<file path="src/rtl/gpio_lite15_pkg.sv">
// Shared constants, FSM state type and bus payloads for the GPIO lite subunit
// and its register-access initiator.
package gpio_lite15_pkg;

    localparam int unsigned GPIO_WIDTH  = 16;
    localparam int unsigned GPIO_ADDR_W = 6;

    localparam logic [GPIO_ADDR_W-1:0] GPIO_DIR_ADDR        = 6'h04;
    localparam logic [GPIO_ADDR_W-1:0] GPIO_OE_ADDR         = 6'h08;
    localparam logic [GPIO_ADDR_W-1:0] GPIO_OUT_ADDR        = 6'h0C;
    localparam logic [GPIO_ADDR_W-1:0] GPIO_IN_ADDR         = 6'h10;
    localparam logic [GPIO_ADDR_W-1:0] GPIO_INT_STATUS_ADDR = 6'h20;

    typedef enum logic [1:0] {
        IDLE    = 2'd0,
        ACCESS  = 2'd1,
        CAPTURE = 2'd2,
        RESP    = 2'd3
    } gpio_state_e;

    // Subunit-side register bus, valid for the single ACCESS cycle
    typedef struct packed {
        logic                   read;
        logic                   write;
        logic [GPIO_ADDR_W-1:0] addr;
        logic [GPIO_WIDTH-1:0]  wdata;
    } gpio_bus_t;

    typedef struct packed {
        logic                  irq;
        logic [GPIO_WIDTH-1:0] rdata;
    } gpio_rsp_t;

endpackage

</file>
<file path="src/rtl/gpio_lite_irq_arb15.sv">
// Two-requester round-robin grant (command vs interrupt service) with a
// last-grant flop; out of reset the interrupt requester wins a tie.
module gpio_lite_irq_arb15
    import gpio_lite15_pkg::*;
(
    input  logic pclk15,
    input  logic n_reset15,
    input  logic req_cmd_i,
    input  logic req_irq_i,
    input  logic take_i,
    output logic gnt_cmd_o,
    output logic gnt_irq_o
);

    logic last_irq_q;
    logic last_irq_d;

    always_comb begin
        gnt_irq_o  = req_irq_i & (~req_cmd_i | ~last_irq_q);
        gnt_cmd_o  = req_cmd_i & ~gnt_irq_o;
        last_irq_d = last_irq_q;
        // Only a grant that is actually consumed moves the fairness pointer
        if (take_i && (gnt_irq_o || gnt_cmd_o)) begin
            last_irq_d = gnt_irq_o;
        end
    end

    always_ff @(posedge pclk15 or negedge n_reset15) begin
        if (!n_reset15) begin
            last_irq_q <= 1'b0;
        end else begin
            last_irq_q <= last_irq_d;
        end
    end

endmodule

</file>
<file path="src/rtl/gpio_lite_initiator15.sv">
// Register-access initiator for one GPIO lite subunit: one command, one bus
// cycle, one response. Define GPIO_LITE_INITIATOR15_IRQ_AUTO_EN for irq auto-service.
module gpio_lite_initiator15
    import gpio_lite15_pkg::*;
(
    input  logic                   pclk15,
    input  logic                   n_reset15,
    input  logic                   cmd_valid,
    output logic                   cmd_ready,
    input  logic                   cmd_write,
    input  logic [GPIO_ADDR_W-1:0] cmd_addr,
    input  logic [GPIO_WIDTH-1:0]  cmd_wdata,
    output logic                   rsp_valid,
    input  logic                   rsp_ready,
    output logic [GPIO_WIDTH-1:0]  rsp_rdata,
    output logic                   rsp_irq,
    output logic                   read,
    output logic                   write,
    output logic [GPIO_ADDR_W-1:0] addr,
    output logic [GPIO_WIDTH-1:0]  wdata,
    input  logic [GPIO_WIDTH-1:0]  bus_rdata,
    input  logic [GPIO_WIDTH-1:0]  irq
);

    gpio_state_e state_q, state_d;
    gpio_bus_t   bus_q, bus_d;
    gpio_rsp_t   rsp_q, rsp_d;
    logic        rsp_valid_q, rsp_valid_d;
    logic        txn_write_q, txn_write_d;
    logic        txn_irq_q, txn_irq_d;

    logic        gnt_irq;
    logic        cmd_go;

`ifdef GPIO_LITE_INITIATOR15_IRQ_AUTO_EN
    logic gnt_cmd;

    gpio_lite_irq_arb15 u_irq_arb (
        .pclk15    (pclk15),
        .n_reset15 (n_reset15),
        .req_cmd_i (cmd_valid),
        .req_irq_i (|irq),
        .take_i    (state_q == IDLE),
        .gnt_cmd_o (gnt_cmd),
        .gnt_irq_o (gnt_irq)
    );

    assign cmd_go = gnt_cmd;
`else
    logic unused_irq;

    assign unused_irq = ^irq;
    assign gnt_irq    = 1'b0;
    assign cmd_go     = cmd_valid;
`endif

    assign cmd_ready = (state_q == IDLE) & ~gnt_irq;

    // Next-state, bus and response decode
    always_comb begin
        state_d     = state_q;
        bus_d       = '0;
        rsp_d       = '0;
        rsp_valid_d = 1'b0;
        txn_write_d = txn_write_q;
        txn_irq_d   = txn_irq_q;

        case (state_q)
            IDLE: begin
                if (gnt_irq) begin
                    state_d     = ACCESS;
                    bus_d.read  = 1'b1;
                    bus_d.addr  = GPIO_INT_STATUS_ADDR;
                    txn_write_d = 1'b0;
                    txn_irq_d   = 1'b1;
                end else if (cmd_go) begin
                    state_d     = ACCESS;
                    bus_d.read  = ~cmd_write;
                    bus_d.write = cmd_write;
                    bus_d.addr  = cmd_addr;
                    bus_d.wdata = cmd_wdata;
                    txn_write_d = cmd_write;
                    txn_irq_d   = 1'b0;
                end
            end

            ACCESS: begin
                if (txn_write_q) begin
                    state_d     = RESP;
                    rsp_valid_d = 1'b1;
                end else begin
                    state_d = CAPTURE;
                end
            end

            // Subunit read data is registered, so it is valid one cycle after ACCESS
            CAPTURE: begin
                state_d     = RESP;
                rsp_valid_d = 1'b1;
                rsp_d.rdata = bus_rdata;
                rsp_d.irq   = txn_irq_q;
            end

            RESP: begin
                if (rsp_ready) begin
                    state_d = IDLE;
                end else begin
                    rsp_valid_d = 1'b1;
                    rsp_d       = rsp_q;
                end
            end

            default: begin
                state_d = IDLE;
            end
        endcase
    end

    always_ff @(posedge pclk15 or negedge n_reset15) begin
        if (!n_reset15) begin
            state_q     <= IDLE;
            bus_q       <= '0;
            rsp_q       <= '0;
            rsp_valid_q <= 1'b0;
            txn_write_q <= 1'b0;
            txn_irq_q   <= 1'b0;
        end else begin
            state_q     <= state_d;
            bus_q       <= bus_d;
            rsp_q       <= rsp_d;
            rsp_valid_q <= rsp_valid_d;
            txn_write_q <= txn_write_d;
            txn_irq_q   <= txn_irq_d;
        end
    end

    assign read      = bus_q.read;
    assign write     = bus_q.write;
    assign addr      = bus_q.addr;
    assign wdata     = bus_q.wdata;
    assign rsp_valid = rsp_valid_q;
    assign rsp_rdata = rsp_q.rdata;
    assign rsp_irq   = rsp_q.irq;

endmodule

</file>
<file path="config.mk">
export PLATFORM = sky130hd
export DESIGN_NAME = gpio_lite_initiator15
export DESIGN_NICKNAME = d
export VERILOG_FILES = /design/src/rtl/gpio_lite15_pkg.sv /design/src/rtl/gpio_lite_irq_arb15.sv /design/src/rtl/gpio_lite_initiator15.sv
export SDC_FILE = /design/constraint.sdc
export NUM_CORES = 1
export LEC_CHECK = 0
export ABC_AREA = 1
export CORE_ASPECT_RATIO = 1.4
export CORE_MARGIN = 2
export CORE_UTILIZATION = 34
export DETAILED_ROUTE_END_ITERATION = 7
export HOLD_SLACK_MARGIN = 0.15
export PLACE_DENSITY = 0.76
export SYNTH_ARGS = -nofsm -noshare
export SYNTH_HDL_FRONTEND = slang
export SYNTH_HIERARCHICAL = 1
export SYNTH_SLANG_ARGS = --single-unit
</file>
<file path="constraint.sdc">
create_clock -name pclk15 -period 1.2 [get_ports pclk15]
set_input_delay 0.12 -clock pclk15 [delete_from_list [all_inputs] [get_ports pclk15]]
set_output_delay 0.12 -clock pclk15 [all_outputs]
set_load 0.01 [all_outputs]
</file>
# == Word level (Yosys, flattened, before mapping) ==
# Cells that the tools add are included.
# W data, S select, Z words.
# op_classes
eq_ne,5
n_mux,11
n_bitwise,1
reduce_logical,3
# ops
cell,n
$mux W24,2
$pmux W17 S2,1
$mux W17,1
$pmux W2 S4,1
$eq A2 B2 Y1 const B,2
$mux W2,2
$ne A2 B2 Y1 const B,2
$reduce_and A2 Y1,2
$mux W1,3
$pmux W1 S3,1
$eq A2 B1 Y1 const B,1
$logic_not A2 Y1,1
$not A1 Y1,1
# word_totals
register_bits,45
input_bits,59
output_inout_bits,43
word_cells,29

# == Logic depth before layout (Yosys ltp) ==
# Gate-level depths: netlist of run 1.
# logic_depth
depth_word,3
ltp_mapped,7

# == Worst setup path before layout of run 1 ==
# No wires, ideal clock.
# synth_path
kind,register -> register
from,register state_q[0]
to,register state_q[0]
setup_time_ns,0.117
arrival_time_ns,1.097
t_required_ns,1.083
setup_slack_ns,-0.014
stages_incl_launch_ff,6
path_buffers,0
synth_period_minus_slack_ns,1.214
cell_sequence,dfrtp_1 inv_1 ha_1 nand2_1 nand3_1 nand2_1
# synth_via
elab_chain_len,3
word_cells_on_any_way,8
cone_classes,eq/ne: 5; mux: 1; reduce/logical: 2
# synth_lines
item,line,rtl
"start, declared",gpio_lite_initiator15.sv:25,"gpio_state_e state_q, state_d;"
"start signal, assigned",gpio_lite_initiator15.sv:128,state_q <= state_d;
$logic_not A2 Y1 *,--,
net cmd_ready,gpio_lite_initiator15.sv:9,"output logic cmd_ready,"
$ne A2 B2 Y1 (no source line),--,
$reduce_and A2 Y1 (no source line),--,
# The timed path passes the listed nets; every way through them passes the cells marked *.
# A chain may end at the register's enable or synchronous reset.

# == Final worst setup path of run 1 ==
# layout_path
from,register state_q[0]
to,"register rsp_q, in the netlist rsp_rdata[1]"
# layout_via
elab_chain_len,2
word_cells_on_any_way,4
cone_classes,eq/ne: 3; mux: 1
# layout_lines
item,line,rtl
$eq A2 B2 Y1,gpio_lite_initiator15.sv:68,case (state_q)
$pmux W17 S2 or $ne A2 B2 Y1 (tied branches),--,
"end signal, assigned",gpio_lite_initiator15.sv:130,rsp_q <= rsp_d;
"end, declared",gpio_lite_initiator15.sv:27,"gpio_rsp_t rsp_q, rsp_d;"
# Parallel ways exist; a longest one is shown, timed or not.

==> summary.md, run 1 <==
| Metric | Value |
|---|---|
| Status | `finished clean` |
| Die Area | `~0.0058 mm2` |
| Slew Limit Fails | `0` |
| Sequential cell area fraction in the yosys report | `0.627` |
| Crit. End Element | `flop` |
| Hold Slack | `0.340 ns` |
| Setup-failing EPs final | `0` |
| Initial Util | `0.357` |
| Critical Path Fanout Max | `16` |
| Slowest CP cell | `dfrtp_1` |
| Share of layout cells above drive strength 1 | `0.165` |
| IO buf count | `84` |
| Area Overhead vs Synth | `67.6%` |
| Clk slew on worst S/H paths | `0.07 ns` |
| Pre-CTS WS | `-0.0643 ns` |
| Chip height | `89.0 um` |
| Total CTS buffers | `5` |
| Placeable core area | `just under 0.005 mm2` |
| Syn nets | `240` |
| Maximum vdd ir drop | `between 800 and 900 uV` |
| ANT cells | `0` |
| Biggest cell delay along the critical path | `slightly above 0.4 ns` |
| Setup_tns | `0 ns` |
| CTS tree | `done` |
| WP data arrival | `around 1.3 ns` |
| Top Family by Delay on Critical Path | `flip-flops` |
| Worst hold path class | `in2async` |
| Fin crit share | `0.964` |
| Vias in the first global route | `around 1500` |
| Crit path time final | `~1.2 ns` |
| 1st-iter DRT viols | `52` |
| Initial antenna violation count | `0` |
| Buf/Inv on CP | `2` |
| Synth Cell Area | `around 0.0018 mm2` |
| Stages on worst setup path | `5` |
| Utilization after layout | `0.598` |
| Std cell rows | `30` |
| Unique masters post-synth | `16` |
| Required time worst endpoint | `around 1.4 ns` |
| Total power | `around 0.0054 W` |
| Critical path type | `reg2reg` |
| Initial DRT Pass Iterations | `4` |
| Fillers | `between 400 and 500` |
| Max-Cap Viols | `0` |
| Avg Cell Area, Syn | `a little under 10 um2` |
| Cell Pwr Density | `roughly 1800 mW/mm2` |
| Setup slack after layout | `about 0.043 ns` |
| Cell count after synthesis | `roughly 180` |
| Synth Register Bits | `44` |
| CP cell instances | `buf_6, ha_4, buf_6, nand3_1, nand2_1` |
| Most Frequent Cell on Critical Path | `buf_6` |
| Vias per cell | `4.31` |
| Num ports | `a little over 100` |
| Die X | `about 65 um` |
| Overflow after GRT | `0` |
| Vias | `1473` |
| Routed WL per cell | `approximately 12 um` |
| Global-route wire length before repair | `6720 um` |
| Clock Sink Count | `44` |
| Clk Latency, worst-skew pair | `about 0.28 ns` |
| Placed wire-length estimate | `2900 um` |
| Fin Clk Skew | `between 0.002 and 0.0025 ns` |
| Drt drc | `0` |
| Depth of the most critical reg-to-reg path | `5` |
| Fin nets | `341` |
| Fin. Hold Viols | `0` |
| RD Place Congestion | `roughly 0.7` |
| Clock Path Buffers | `2` |
| Clock root cell | `clkbuf_8` |
| Max Fclk | `~0.86 GHz` |
| Antenna violation net count after detailed routing | `0` |
| RSZ-0062 raised after global routing | `yes` |
| Largest net degree at the start of global routing | `45` |
| H-tree depth | `2` |
| Synth warn | `6` |
| GRT Overall Usage | `0.151` |
| Kind of launch point of the worst setup path | `flop` |
| Routed WL | `about 4000 um` |
| Lkg Pwr | `~1.7 nW` |
[worst min-delay path: cells and delay by family]
kind     cells  cell delay, ns
buf+inv      3            0.88
[routing by layer]
layer	wire length, um	track usage	vias to the layer above
met5	0	0	-
met4	28	0.0406	0
met3	261	0.0491	4
met2	2300	0.281	51
met1	1500	0.163	683
li1	-	-	735
[area by class of cell]
cell class | instances | area [um2] | share of cell area
Tap cell | 64 | 80.1 | 0.0272
Multi-Input combinational cell | 95 | 556 | 0.189
Clock inverter | 1 | 5.00 | 0.00170
Clock buffer | 6 | 72.6 | 0.0247
Sequential cell | 44 | 1100 | 0.374
Timing Repair Buffer | 104 | 1020 | 0.348
Inverter | 28 | 105 | 0.0357
[path summary, 6_finish.rpt]
path	slack, ns	startpoint	end
min reg2reg	0.51	rsp_rdata[6]	rsp_rdata[6]
min	0.34	n_reset15	rsp_rdata[3]
max in group asynchronous	0.66	n_reset15	wdata[7]
max	0.04	state_q[0]	rsp_rdata[1]
min in group pclk15	0.34	cmd_wdata[14]	wdata[14]
max reg2reg	0.04	state_q[0]	rsp_rdata[1]
[Yosys cell counts]
| master | n | area (um2) |
|---|---|---|
| a21oi_1 | 1 | 5.00 |
| a21oi_2 | 1 | 8.76 |
| buf_2 | 2 | 10.0 |
| buf_4 | 3 | 22.5 |
| buf_6 | 5 | 56.3 |
| conb_1 | 1 | 3.75 |
| dfrtp_1 | 44 | 1100 |
| ha_1 | 4 | 50.1 |
| inv_1 | 27 | 101 |
| inv_2 | 1 | 3.75 |
| nand2_1 | 25 | 93.8 |
| nand2_2 | 1 | 6.26 |
| nand2_4 | 2 | 22.5 |
| nand3_1 | 35 | 175 |
| nor2_1 | 24 | 90.1 |
| o21ai_0 | 1 | 5.00 |
[cells in the final DEF, fill, tap and decap left out]
| cell type | Yosys | layout |
|---|---|---|
| dfrtp_1 | 44 | 44 |
| clkdlybuf4s50_1 | 0 | 41 |
| dlygate4sd2_1 | 0 | 41 |
| nand3_1 | 35 | 34 |
| inv_1 | 27 | 25 |
| nand2_1 | 25 | 24 |
| nor2_1 | 24 | 18 |
| buf_4 | 3 | 9 |
| nor2_2 | 0 | 6 |
| clkbuf_8 | 0 | 5 |
| buf_6 | 5 | 5 |
| buf_12 | 0 | 5 |
| ha_4 | 0 | 4 |
| inv_2 | 1 | 3 |
| nand2_8 | 0 | 2 |
| a21oi_1 | 1 | 1 |
| a21oi_2 | 1 | 1 |
| nand2_4 | 2 | 1 |
| nand3_2 | 0 | 1 |
| nand2_2 | 1 | 1 |
| o21ai_0 | 1 | 1 |
| conb_1 | 1 | 1 |
| clkinv_2 | 0 | 1 |
| clkbuf_1 | 0 | 1 |
| dlygate4sd3_1 | 0 | 1 |
| buf_2 | 2 | 1 |
| buf_8 | 0 | 1 |
[registers in the layout (all words and copies together), names as in the netlist]
name	count
addr	6
read	1
rsp_rdata	16
rsp_valid	1
state_q	2
txn_write_q	1
wdata	16
write	1
[through the flow]
stage,cells,instance area [um2]
detailed placement,330,2760
global placement,330,2760
floorplan,177,1760
CTS,340,2820
finish,342,2940
global route,342,2940
[cell families (layout without fill, tap and decap cells)]
group	count (synthesis)	after routing	share of synthesized area
compound gates	3	3	0.0107
fa+ha+maj	4	4	0.0285
buf+inv	38	139	0.110
flops	44	44	0.627
other cells	1	1	0.00214
simple gates	87	87	0.221
[report_power, final]
| part | switching [W] | total, W | leakage (nW) | internal [W] |
|---|---|---|---|---|
| clock network | 0.000441 | 0.000837 | 0.0410 | 0.000396 |
| registers | 0.000157 | 0.00200 | 0.593 | 0.00184 |
| logic | 0.00121 | 0.00251 | 1.03 | 0.00130 |
[what timing repair did]
item,4_1_cts,5_1_grt
endpoints found under the hold margin,44,0
setup buffers,2,2
cloned,0,0
gates resized for setup,49,23
hold buffers,1,0
pin swaps,1,3
setup endpoints to repair,58,45
Note: power is estimated with default switching activity, not from simulation.
==> run 2, diff against run 1 <==
==> constraint.sdc (replaced) <==
create_clock -name pclk15 -period 1 [get_ports pclk15]
set_input_delay 0.1 -clock pclk15 [delete_from_list [all_inputs] [get_ports pclk15]]
set_output_delay 0.1 -clock pclk15 [all_outputs]
set_load 0.01 [all_outputs]
==> run 2 against run 1 <==
  * The flow now finishes with violations (negative setup slack)
  * Worst hold slack got worse by 0.032 ns
  * Fmax down 1.5%
  * Power increased by 27%
  * Via count increased by 4.9%
  * Cell count grew 1.8%
  * Critical path depth increased by 1
  * Sequential power is 20% higher
  * Utilization grew 0.79 points
  * Count of clock-buffer cells in the layout did not move
  * Register-to-register slack worse by 0.22 ns
  * First-iteration DRC count grew 62%
  * Critical path type unchanged
  * Critical endpoint is now wdata[6]
  * Largest power group unchanged
==> summary.md, run 2 (synthesis gave the netlist of run 1 again) <==
| Metric | Value |
|---|---|
| Drt drc | `0` |
| Die X | `approximately 65 um` |
| Area Overhead vs Synth | `69.9%` |
| NetSw | `around 0.0024 W` |
| ANT cells | `0` |
| DP Area | `approximately 0.0028 mm2` |
| Max Fclk | `between 0.8 and 0.9 GHz` |
| Fin Clk Skew | `around 0.0037 ns` |
| Setup-failing EPs final | `45` |
| Stages on worst setup path | `6` |
| RSZ-0062 raised after global routing | `yes` |
| Clock Path Buffers | `2` |
| Depth of the most critical reg-to-reg path | `6` |
| Most frequent cells in the layout | `44 x dfrtp_1, 41 x clkdlybuf4s50_1, 33 x buf_2` |
| Failing checks | `negative setup slack` |
| Slew Limit Fails | `0` |
| Biggest cell delay along the critical path | `between 0.4 and 0.5 ns` |
| Crit path time final | `between 1 and 1.5 ns` |
| Largest net degree at the start of global routing | `45` |
| Placeable core area | `just under 0.005 mm2` |
| Top Family by Delay on Critical Path | `buffers and inverters` |
| Flop pwr share | `0.354` |
| Fin. Hold Viols | `0` |
| Initial DRT Pass Iterations | `4` |
| Vias | `between 1500 and 2000` |
| WP data arrival | `about 1.4 ns` |
| Antenna violation net count after detailed routing | `0` |
| Hold Slack | `0.308 ns` |
| Vias per cell | `between 4 and 5` |
| Routed WL | `4480 um` |
| Routed WL per cell | `approximately 13 um` |
| Logic pwr share | `0.483` |
| Total internal power | `around 0.0044 W` |
| Overflow after GRT | `0` |
| Lkg Pwr | `roughly 1.6 nW` |
| Share of layout cells above drive strength 1 | `0.412` |
| Initial antenna violation count | `0` |
| Std cell rows | `30` |
| Fin crit share | `1.17` |
| Sw frac | `0.353` |
| Total CTS buffers | `5` |
| Status | `finished with violations` |
| Final Instance Area | `0.00298 mm2` |
| H-tree depth | `2` |
| Global-route wire length before repair | `between 7000 and 8000 um` |
| Most common cell after layout, fill and taps aside | `dfrtp_1` |
| Worst hold path class | `in2async` |
| Crit. End Element | `flop` |
| Critical path type | `reg2reg` |
| Clock Sink Count | `44` |
| Buf/Inv on CP | `3` |
| Clock network power share | `0.162` |
| Cell Pwr Density | `between 2000 and 2500 mW/mm2` |
| Slowest CP cell | `dfrtp_1` |
| Kind of launch point of the worst setup path | `flop` |
| Clk slew on worst S/H paths | `0.08 ns` |
| Num ports | `102` |
| Clk Latency, worst-skew pair | `a little under 0.3 ns` |
| Fin nets | `346` |
| Vias in the first global route | `approximately 1600` |
| Placed wire-length estimate | `about 3000 um` |
| Required time worst endpoint | `approximately 1.2 ns` |
| Die Area | `roughly 0.0058 mm2` |
| Chip height | `a little under 90 um` |
| Clock root cell | `clkbuf_8` |
| Critical Path Fanout Max | `7` |
| Max-Cap Viols | `0` |
| Initial Util | `0.357` |
| CP cell instances | `inv_2, ha_4, buf_6, nand2_8, clkbuf_16, nor2_2` |
| RD Place Congestion | `around 0.75` |
| CTS tree | `done` |
| GRT Overall Usage | `0.164` |
| Maximum vdd ir drop | `1130 uV` |
| 1st-iter DRT viols | `84` |
| IO buf count | `84` |
| Setup slack after layout | `-0.174 ns` |
run 2: metal layers:
metal,share of wire,track usage,vias to the layer above
li1,-,-,747
met1,0.35,0.170,741
met2,0.58,0.313,47
met3,0.048,0.0466,10
met4,0.018,0.0561,0
met5,0,0,-
run 2: power groups by stage:
stage / registers [W] / logic (W) / clock network, W
after floorplan: 0.00264 / 0.00114 / 0
after global placement: 0.00243 / 0.00272 / 0
after detailed placement: 0.00244 / 0.00281 / 0
after CTS: 0.00240 / 0.00317 / 0.00116
after global routing: 0.00244 / 0.00357 / 0.00123
final: 0.00241 / 0.00328 / 0.00110
run 2: final cells by class:
type                            instances  area (um2)
Timing Repair Buffer                  109         928
Sequential cell                        44        1100
Tap cell                               64        80.1
Clock inverter                          2        10.0
Clock buffer                            6        82.6
Fill cell                             439        1940
Multi-Input combinational cell         95         674
Inverter                               28         105
run 2: per-stage QoR:
step	util	std cells	setup slack, ns	setup TNS [ns]	total power [W]
after floorplan	-	177	-0.128	-3.99	0.00378
after global placement	0.560	330	-0.222	-5.75	0.00515
after detailed placement	0.560	330	-0.251	-7.46	0.00525
after CTS	0.607	347	-0.152	-5.89	0.00673
after global routing	0.606	348	-0.226	-8.80	0.00725
final	0.606	348	-0.174	-6.40	0.00679
run 2: timing repair:
| action | 4_1_cts | 5_1_grt |
|---|---|---|
| pin swaps | 0 | 5 |
| setup buffers | 7 | 0 |
| endpoints found under the setup margin | 86 | 71 |
| hold buffers | 1 | 0 |
| gates resized for setup | 165 | 58 |
| endpoints found under the hold margin | 44 | 0 |
| gates cloned | 1 | 1 |
run 2: worst paths after layout:
path	startpoint	endpoint	slack, ns
worst max-delay path	state_q[0]	wdata[6]	-0.17
worst min-delay path	n_reset15	rsp_rdata[13]	0.31
worst max register to register	state_q[0]	wdata[6]	-0.17
worst min register to register	rsp_rdata[1]	rsp_rdata[1]	0.51
max in group asynchronous	n_reset15	wdata[5]	0.48
min in group pclk15	cmd_wdata[11]	wdata[11]	0.33
run 2: worst min-delay path: stages:
cell and delay [ns]:
dlygate4sd3_1 0.52, buf_2 0.12, buf_12 0.23
==> run 3, diff against run 2 <==
--- a/config.mk
+++ b/config.mk
@@ -6,12 +6,13 @@
 export NUM_CORES = 1
 export LEC_CHECK = 0
 export ABC_AREA = 1
+export CAP_MARGIN = 5
 export CORE_ASPECT_RATIO = 1.4
 export CORE_MARGIN = 2
 export CORE_UTILIZATION = 34
 export DETAILED_ROUTE_END_ITERATION = 7
 export HOLD_SLACK_MARGIN = 0.15
-export PLACE_DENSITY = 0.76
+export PLACE_DENSITY = 0.79
 export SYNTH_ARGS = -nofsm -noshare
 export SYNTH_HDL_FRONTEND = slang
 export SYNTH_HIERARCHICAL = 1
==> run 3 against run 2 <==
  * The flow still finishes with violations (negative setup slack)
  * Count of clock-buffer cells in the layout increased by 2
  * Non-clock buffer count increased by 3
  * Sequential power about the same
  * Critical endpoint is now wdata[11]
  * Largest cell class unchanged
  * Critical path depth unchanged
  * Largest power group unchanged
  * Clock skew increased by 0.00082 ns
  * Die area unchanged
  * Fmax decreased by 0.96%
  * Wire length decreased by 6.5%
==> summary.md, run 3 (synthesis gave the netlist of run 1 again) <==
| Metric | Value |
|---|---|
| Fin nets | `349` |
| Fin. Hold Viols | `0` |
| Worst hold path class | `in2async` |
| Setup slack after layout | `-0.186 ns` |
| Depth of the most critical reg-to-reg path | `6` |
| Stages on worst setup path | `6` |
| Clk slew on worst S/H paths | `roughly 0.070 ns` |
| RSZ-0062 raised after global routing | `yes` |
| Slew Limit Fails | `0` |
| Buf/Inv on CP | `3` |
| WP data arrival | `1.36 ns` |
| Cell Pwr Density | `roughly 2300 mW/mm2` |
| Placed wire-length estimate | `about 3000 um` |
| Fin crit share | `1.19` |
| Drt drc | `0` |
| Largest net degree at the start of global routing | `45` |
| Vias | `about 1500` |
| Area Overhead vs Synth | `67.7%` |
| Status | `finished with violations` |
| IO buf count | `84` |
| Sw frac | `0.342` |
| DP Area | `between 0.002 and 0.003 mm2` |
| Kind of launch point of the worst setup path | `flop` |
| Placed insts | `331` |
| Die X | `64.7 um` |
| GRT Overall Usage | `0.155` |
| Clock Sink Count | `44` |
| Overflow after GRT | `0` |
| Failing checks | `negative setup slack` |
| Initial antenna violation count | `0` |
| Vias in the first global route | `roughly 1600` |
| Setup_tns | `-7.15 ns` |
| RD Place Congestion | `~0.76` |
| Routed WL | `4190 um` |
| Logic pwr share | `0.476` |
| Clock Path Buffers | `2` |
| Std cell rows | `30` |
| Slowest CP cell | `dfrtp_1` |
| Critical path type | `reg2reg` |
| Most frequent cells in the layout | `44 x dfrtp_1, 41 x clkdlybuf4s50_1, 25 x inv_1, 25 x buf_2, 24 x nand2_1` |
| Global-route wire length before repair | `6960 um` |
| Utilization after layout | `0.599` |
| Initial DRT Pass Iterations | `4` |
| ANT cells | `0` |
| R2r startpoint | `state_q[1]` |
| Crit. End Element | `flop` |
| Fin Clk Skew | `around 0.0045 ns` |
| Routed WL per cell | `about 12 um` |
| Chip height | `between 80 and 90 um` |
| Share of layout cells above drive strength 1 | `0.387` |
| Num ports | `102` |
| Die Area | `just under 0.006 mm2` |
| Critical Path Fanout Max | `24` |
| Setup-failing EPs final | `45` |
| Fin cells | `~350` |
| R2r setup slk | `-0.19 ns` |
| 1st-iter DRT viols | `58` |
| Clock root cell | `clkbuf_8` |
| Initial Util | `0.357` |
| Total CTS buffers | `5` |
| Total internal power | `between 0.004 and 0.005 W` |
| Most common cell after layout, fill and taps aside | `dfrtp_1` |
| Clock network power share | `0.163` |
| CTS tree | `done` |
| Flop pwr share | `0.361` |
| Fillers | `440` |
| Antenna violation net count after detailed routing | `0` |
| Clk Latency, worst-skew pair | `0.28 ns` |
| Crit path time final | `1.19 ns` |
| H-tree depth | `2` |
| Maximum vdd ir drop | `1050 uV` |
| Max-Cap Viols | `0` |
| Placeable core area | `0.00492 mm2` |
| CP Capture Point | `wdata[11]` |
| Worst Setup SP | `state_q[1]` |
| Pre-CTS WS | `-0.275 ns` |
| Max Fclk | `0.843 GHz` |
| Biggest cell delay along the critical path | `0.41 ns` |
| Vias per cell | `roughly 4.4` |
| Required time worst endpoint | `1.18 ns` |
| Final Instance Area | `0.00294 mm2` |
| RR Endpoint | `wdata[11]` |
| Lkg Pwr | `between 1.5 and 2 nW` |
| CP cell instances | `inv_2, ha_4, buf_6, nand2_4, buf_12, nor2_1` |
| Top Family by Delay on Critical Path | `flip-flops` |
| NetSw | `roughly 0.0023 W` |
-- run 3: changes by cell type in the layout (fill, tap and decap cells not counted), sizes merged --
cell	delta
clkbuf	+8
buf	-4
clkinv	-2
clkdlybuf4s15	+1
-- run 3: metrics by stage --
stage	power [W]	hold WS, ns
3_3_place_gp	0.00516	0.0923
2_1_floorplan	0.00378	-0.196
4_1_cts	0.00660	0.314
3_5_place_dp	0.00525	0.0981
6_report	0.00671	0.313
5_1_grt	0.00717	0.328
-- run 3: final cells by class --
cell class,count,area [um2],share of cell area
Tap cell,64,80.1,0.0272
Clock buffer,8,90.1,0.0306
Timing Repair Buffer,112,940,0.319
Sequential cell,44,1100,0.374
Multi-Input combinational cell,95,628,0.213
Inverter,28,105,0.0357
-- run 3: worst min-delay path: stages --
cell and delay (ns):
dlygate4sd3_1 0.52, buf_2 0.12, buf_12 0.23
-- run 3: power by group through the flow --
stage | registers, W | logic (W) | clock network (W)
after detailed placement | 0.00246 | 0.00279 | 0
final | 0.00242 | 0.00319 | 0.00109
after global routing | 0.00247 | 0.00350 | 0.00121
after global placement | 0.00244 | 0.00272 | 0
after CTS | 0.00243 | 0.00304 | 0.00113
after floorplan | 0.00264 | 0.00114 | 0
-- run 3: per-layer routing --
metal,part of all wire,global-route usage,vias to the layer above
met5,0,0,-
met4,0.0083,0.0503,0
li1,-,-,750
met3,0.059,0.0416,4
met1,0.33,0.157,731
met2,0.60,0.303,48
-- run 3: timing repair --
item                                    CTS  global route
endpoints found under the setup margin   86            77
resized for setup                       140            55
setup buffers                             5             6
hold buffers                              1             0
pin swaps                                 2             7
cloned                                    0             0
endpoints found under the hold margin    44             0
-- run 3: how the worst min path moves through the flow --
stage	depth (start not counted)	to
after floorplan	0	addr[0]
after global placement	2	rsp_rdata[13]
after detailed placement	2	rsp_rdata[7]
after CTS	3	addr[2]
after global routing	3	addr[3]
final	3	rsp_rdata[9]
